===== config.mk =====
export PLATFORM = sky130hd
export DESIGN_NAME = seq_subtractor
export DESIGN_NICKNAME = d
export VERILOG_FILES = /design/src/rtl/seq_subtractor.sv
export SDC_FILE = /design/constraint.sdc
export NUM_CORES = 1
export LEC_CHECK = 0
export ABC_AREA = 1
export ABC_CLOCK_PERIOD_IN_PS = 4400
export BUFFER_PORTS_ARGS = -buffer_cell sky130_fd_sc_hd__buf_2
export CORE_MARGIN = 3
export CORE_UTILIZATION = 55
export DETAILED_ROUTE_END_ITERATION = 16
export PLACE_DENSITY = 0.78
export SLEW_MARGIN = 25
export SYNTH_ARGS = -nofsm -noshare
export SYNTH_HDL_FRONTEND = slang
export SYNTH_SLANG_ARGS = --single-unit

===== constraint.sdc =====
create_clock -name clk -period 4.4 [get_ports clk]
set_clock_uncertainty 0.2 [all_clocks]
set_input_delay 0.66 -clock clk [delete_from_list [all_inputs] [get_ports clk]]
set_output_delay 0.66 -clock clk [all_outputs]
set_load 0.005 [all_outputs]

===== src/rtl/seq_subtractor.sv =====
// -----------------------------------------------------------------------------
// seq_subtractor
//
// Multi-cycle subtractor. It computes diff = a - b - b_in (modulo 2^WIDTH),
// working on SLICE bits per clock, least-significant slice first, and carrying
// the borrow from one slice into the next. A full operation takes
// N = WIDTH/SLICE RUN cycles. WIDTH must be an integer multiple of SLICE.
//
// Optional feature macro: SEQ_SUBTRACTOR_OVF_EN
//   defined   : ovf = (a[MSB] != b[MSB]) && (diff[MSB] != a[MSB]), taken from
//               the latched operands and registered together with the flags.
//   undefined : ovf is tied to 0 and no overflow logic exists.
//
// Ports
//   clk    in   clock; all state changes happen on its rising edge
//   rst_n  in   synchronous active-low reset; takes priority over start
//   start  in   request one subtraction (accepted in IDLE or DONE)
//   a      in   WIDTH-bit minuend
//   b      in   WIDTH-bit subtrahend
//   b_in   in   borrow in
//   busy   out  operation in progress
//   done   out  one-cycle pulse: diff/b_out/zero/ovf were just updated
//   diff   out  WIDTH-bit result, held until the next completion or reset
//   b_out  out  final borrow; 1 iff unsigned a < b + b_in
//   zero   out  1 iff diff == 0
//   ovf    out  signed overflow flag (see macro above)
// -----------------------------------------------------------------------------
module seq_subtractor #(
  parameter int WIDTH = 64,
  parameter int SLICE = 16
) (
  input  logic             clk,
  input  logic             rst_n,
  input  logic             start,
  input  logic [WIDTH-1:0] a,
  input  logic [WIDTH-1:0] b,
  input  logic             b_in,
  output logic             busy,
  output logic             done,
  output logic [WIDTH-1:0] diff,
  output logic             b_out,
  output logic             zero,
  output logic             ovf
);

  localparam int N     = WIDTH / SLICE;
  localparam int CNT_W = (N > 1) ? $clog2(N) : 1;

  typedef enum logic [1:0] {
    IDLE = 2'd0,
    RUN  = 2'd1,
    DONE = 2'd2
  } state_t;

  state_t             state;
  logic [WIDTH-1:0]   a_q;
  logic [WIDTH-1:0]   b_q;
  logic [WIDTH-1:0]   partial;
  logic               borrow;
  logic [CNT_W-1:0]   cnt;

  logic [SLICE:0]     slice_ext;
  logic [WIDTH-1:0]   next_partial;
  logic               borrow_next;
  logic               last_slice;

  // One slice of the subtraction. The extra top bit of slice_ext goes to 1
  // exactly when the slice result is negative, i.e. when it produces a borrow.
  // NOTE: every signal written here is given a default first, so no path
  // leaves it unassigned and no latch can be inferred.
  always_comb begin
    next_partial = partial;
    slice_ext    = {1'b0, a_q[cnt*SLICE +: SLICE]}
                 - {1'b0, b_q[cnt*SLICE +: SLICE]}
                 - {{SLICE{1'b0}}, borrow};
    next_partial[cnt*SLICE +: SLICE] = slice_ext[SLICE-1:0];
    borrow_next  = slice_ext[SLICE];
    last_slice   = (cnt == CNT_W'(N - 1));
  end

  // Single-process FSM with registered outputs. The reset is sampled on the
  // clock edge, so it is simply the first branch and wins over start.
  // NOTE: sequential state uses non-blocking assignments only, so every
  // register sees the values from before the edge, regardless of statement order.
  always_ff @(posedge clk) begin
    if (!rst_n) begin
      state   <= IDLE;
      busy    <= 1'b0;
      done    <= 1'b0;
      diff    <= '0;
      b_out   <= 1'b0;
      zero    <= 1'b0;
      a_q     <= '0;
      b_q     <= '0;
      partial <= '0;
      borrow  <= 1'b0;
      cnt     <= '0;
`ifdef SEQ_SUBTRACTOR_OVF_EN
      ovf     <= 1'b0;
`endif
    end else begin
      case (state)
        IDLE, DONE: begin
          // done is a pulse: it is only ever high for the cycle spent in DONE.
          done <= 1'b0;
          if (start) begin
            a_q     <= a;
            b_q     <= b;
            borrow  <= b_in;      // the first slice borrows b_in
            partial <= '0;
            cnt     <= '0;
            busy    <= 1'b1;
            state   <= RUN;
          end else begin
            state   <= IDLE;
          end
        end

        RUN: begin
          // start is ignored here; the latched operands stay untouched.
          partial <= next_partial;
          borrow  <= borrow_next;
          cnt     <= cnt + 1'b1;
          if (last_slice) begin
            state <= DONE;
            busy  <= 1'b0;
            done  <= 1'b1;
            diff  <= next_partial;
            b_out <= borrow_next;
            zero  <= (next_partial == '0);
`ifdef SEQ_SUBTRACTOR_OVF_EN
            ovf   <= (a_q[WIDTH-1] != b_q[WIDTH-1]) &&
                     (next_partial[WIDTH-1] != a_q[WIDTH-1]);
`endif
          end
        end

        default: begin
          state <= IDLE;
          busy  <= 1'b0;
          done  <= 1'b0;
        end
      endcase
    end
  end

`ifndef SEQ_SUBTRACTOR_OVF_EN
  assign ovf = 1'b0;
`endif

endmodule


==> results.py <==
metrics = {
    "routing": {
        "drt_first_pass_iters": 5,
        "drtAntennaViolNets": 0,
        "wirelength_mm": 37.1,
        "drc": 0,
        "vias_per_cell": 5.46,
        "drtIter0Drc": 1062,
        "dr_total_vias": 12281,
        "routedWlPerCell_um": 16.5,
    },
    "timing": {
        "setup_ws_ps": 381,
        "finalCritPeriodShare": 0.913,
        "fmax_ghz": 0.249,
        "fin_setup_tns_ps": 0,
        "period_needed_ps": 4020,
        "tightest_slew_ps": 980,
        "rsz0062_at_grt": "false",
        "maxSlewViolCount": 0,
        "finalSetupViolCount": 0,
        "relSlewSlack": 0.347,
        "finalHoldViolations": 0,
    },
    "critical_path": {
        "cp.arrival_ps": 4290,
        "path_class": "reg -> reg",
        "crit_path_max_fanout": 30,
        "critPathRequiredTime_ps": 4670,
        "end_kind": "flip-flop",
        "cp-start-kind": "flip-flop",
    },
    "logic_synthesis": {
        "synth-edff-count": 0,
        "ys.flop_type": "dfxtp_1",
        "synth_seq_area_share": 0.427,
        "syn-cell-area_um2": 12400,
        "syn_nets": 1981,
        "avgSynthCellArea_um2": 6.86,
        "yosysUniqueCellTypes": 36,
        "ys_async_sr_fraction": 0,
        "yosys_register_bits": 265,
        "synth_area_leaders": "dfxtp_1 43%, nor2_1 10%, o21ai_0 9.8%, nand2_1 9.6%, inv_1 6.3%",
        "post-synth-top-area-cell": "dfxtp_1",
        "ys_warn_count": 0,
        "synth_top_area_share": 0.427,
        "syn_inst": 1813,
    },
    "finish": {
        "drive_above_1_share": 0.148,
        "nets": 2118,
        "antenna_cells": 0,
        "regArea_um2": 5310,
        "utilization": 0.655,
        "multi_input_area_um2": 5860,
        "syn2layout_area_growth_pct": 15.9,
        "fillers": 2007,
    },
    "global_routing": {
        "antenna_found_initial": 1,
        "grtUsageTotal": 0.296,
        "grt_pass1_wl_mm": 59.0,
        "global_route.overflow_total": 0,
        "grt_pass1_vias": 11369,
        "grt_max_degree": 131,
    },
    "floorplan": {
        "core_um2": 22000,
        "rows": 54,
        "initial_core_util": 0.565,
        "fp.dieW_um": 156,
        "pin_count": 201,
        "die-area_um2": 24500,
        "die_h_um": 156,
    },
    "run": {
        "drv_cap": 0,
    },
    "status": {
        "status": "finished, final reports clean",
    },
    "placement": {
        "dp_hpwl_mm": 25.9,
        "gp_congestion": 0.973,
        "io_buffers": 199,
        "pre_cts_ws_ps": 466,
    },
    "pwr": {
        "vdd_drop_max_mv": 0.263,
        "leakage_uw": 0.00701,
        "powerDensity_nw_per_um2": 459,
        "total_power_uw": 6610,
    },
    "clock_network": {
        "cts_tree": "yes",
        "clk_path_buf_depth": 3,
        "cts.sinks": 265,
        "insertion_delay_ps": 540,
        "path_clk_slew_ps": 60,
        "cts_resized": 0,
        "ctsHoldBuffers": 0,
        "cts_setup_buffers": 0,
        "cts_buffers": 27,
        "htreeDepth": 1,
        "cts_root_buffer": "clkbuf_16",
    },
    "worst_hold_path": {
        "hold_path_class": "in -> reg",
    },
}
-- cell usage in the layout (no fill, tap or decap), types with 14 or more instances in the layout --
cell       synthesis  final
o21ai_0          243    243
inv_1            210    209
a21oi_1           32     32
inv_2             14     14
ha_1              34     34
dfxtp_1          265    264
nand2_1          318    318
nand3_1           61     60
o211ai_1          21     21
clkbuf_16          0     27
buf_4              3     14
nor2_1           343    341
o22ai_1           59     59
nand4_1           28     28
buf_2              6    198
a32o_1            15     15
-- kinds of logic after synthesis --
family                     after synthesis  share of synthesized area
other                                    1                   0.000302
AOI/OAI and AO/OA                      398                      0.180
buffers and inverters                  337                      0.103
adders and majority gates               36                     0.0374
and+or+nand+nor                        775                      0.252
xor gates and xnor gates                 1                   0.000704
DFF                                    265                      0.427
-- area by class of cell --
cell class                 count  share of cell area
multi-input combinational   1211               0.407
sequential                   265               0.368
timing repair buffer         217              0.0818
inverter                     228              0.0595
clock buffer                  43              0.0559
tap                          280              0.0243
clock inverter                 5             0.00373
-- worst paths after layout --
check                        start                     to  cells after the start  slack, ps
max            cnt[0]$_SDFFE_PN0P_      zero$_SDFFE_PN0P_                     24        380
min                           b[9]    b_q[9]$_SDFFE_PN0P_                      3        140
max reg2reg    cnt[0]$_SDFFE_PN0P_      zero$_SDFFE_PN0P_                     24        380
min reg2reg  diff[11]$_SDFFE_PN0P_  diff[11]$_SDFFE_PN0P_                      2        250
-- metal layers --
layer / track usage / wire [µm] / part of all wire / up-vias
met5: 0 / 0 / 0 / -
met4: 0.0754 / 925 / 0.025 / 0
met3: 0.0589 / 3090 / 0.083 / 65
met2: 0.461 / 16500 / 0.44 / 513
met1: 0.423 / 16600 / 0.45 / 5596
li1: - / - / - / 6107
-- cells in the mapped netlist, drive strengths merged, types with 2 or more instances --
cell type  count
nor2         346
ha            34
dfxtp        265
o21ai        253
inv          224
clkbuf        95
fa             2
o21bai         9
nand4         28
a21oi         33
nand2        326
o22ai         59
clkinv         4
and2           3
buf           14
o211ai        21
nor3           5
a32o          15
nand3         66
a211oi         2
a31oi          2
-- worst max-delay path: stages (launching register included) --
cell and delay [ps]:
dfxtp_2 340, inv_2 380, buf_4 260, o21ai_0 90
o22ai_1 260, ha_1 280, inv_1 60, ha_1 290
nand2_1 160, nor2_1 60, nor2_1 150, nand2_2 120
nand2_1 70, nand2_1 180, nand2_1 110, nand2_1 60
inv_2 70, nand3_1 150, nor2_1 160, nand3_1 80
nor2_1 130, nand3_1 80, nor2_1 100, nand2_1 60
nand2_1 50
-- through the flow --
step | std cells | cell area [µm²] | hold slack [ps]
floorplan | 1813 | 12400 | 245
global route | 2249 | 14400 | 141
CTS | 2249 | 14400 | 131
global placement | 2201 | 13500 | 233
finish | 2249 | 14400 | 140
detailed placement | 2201 | 13500 | 243
-- state kept, by name, summed over array words and instances, names as in the netlist --
signal / cells
borrow: 1
partial: 64
b_out: 1
zero: 1
cnt: 2
done: 1
b_q: 64
diff: 64
busy: 1
a_q: 64
state: 2
-- power breakdown --
part | switching (µW) | internal [µW]
Sequential | 64.5 | 2520
Combinational | 1230 | 554
Clock | 936 | 1310
No activity file was read; power rests on OpenSTA's default activity.
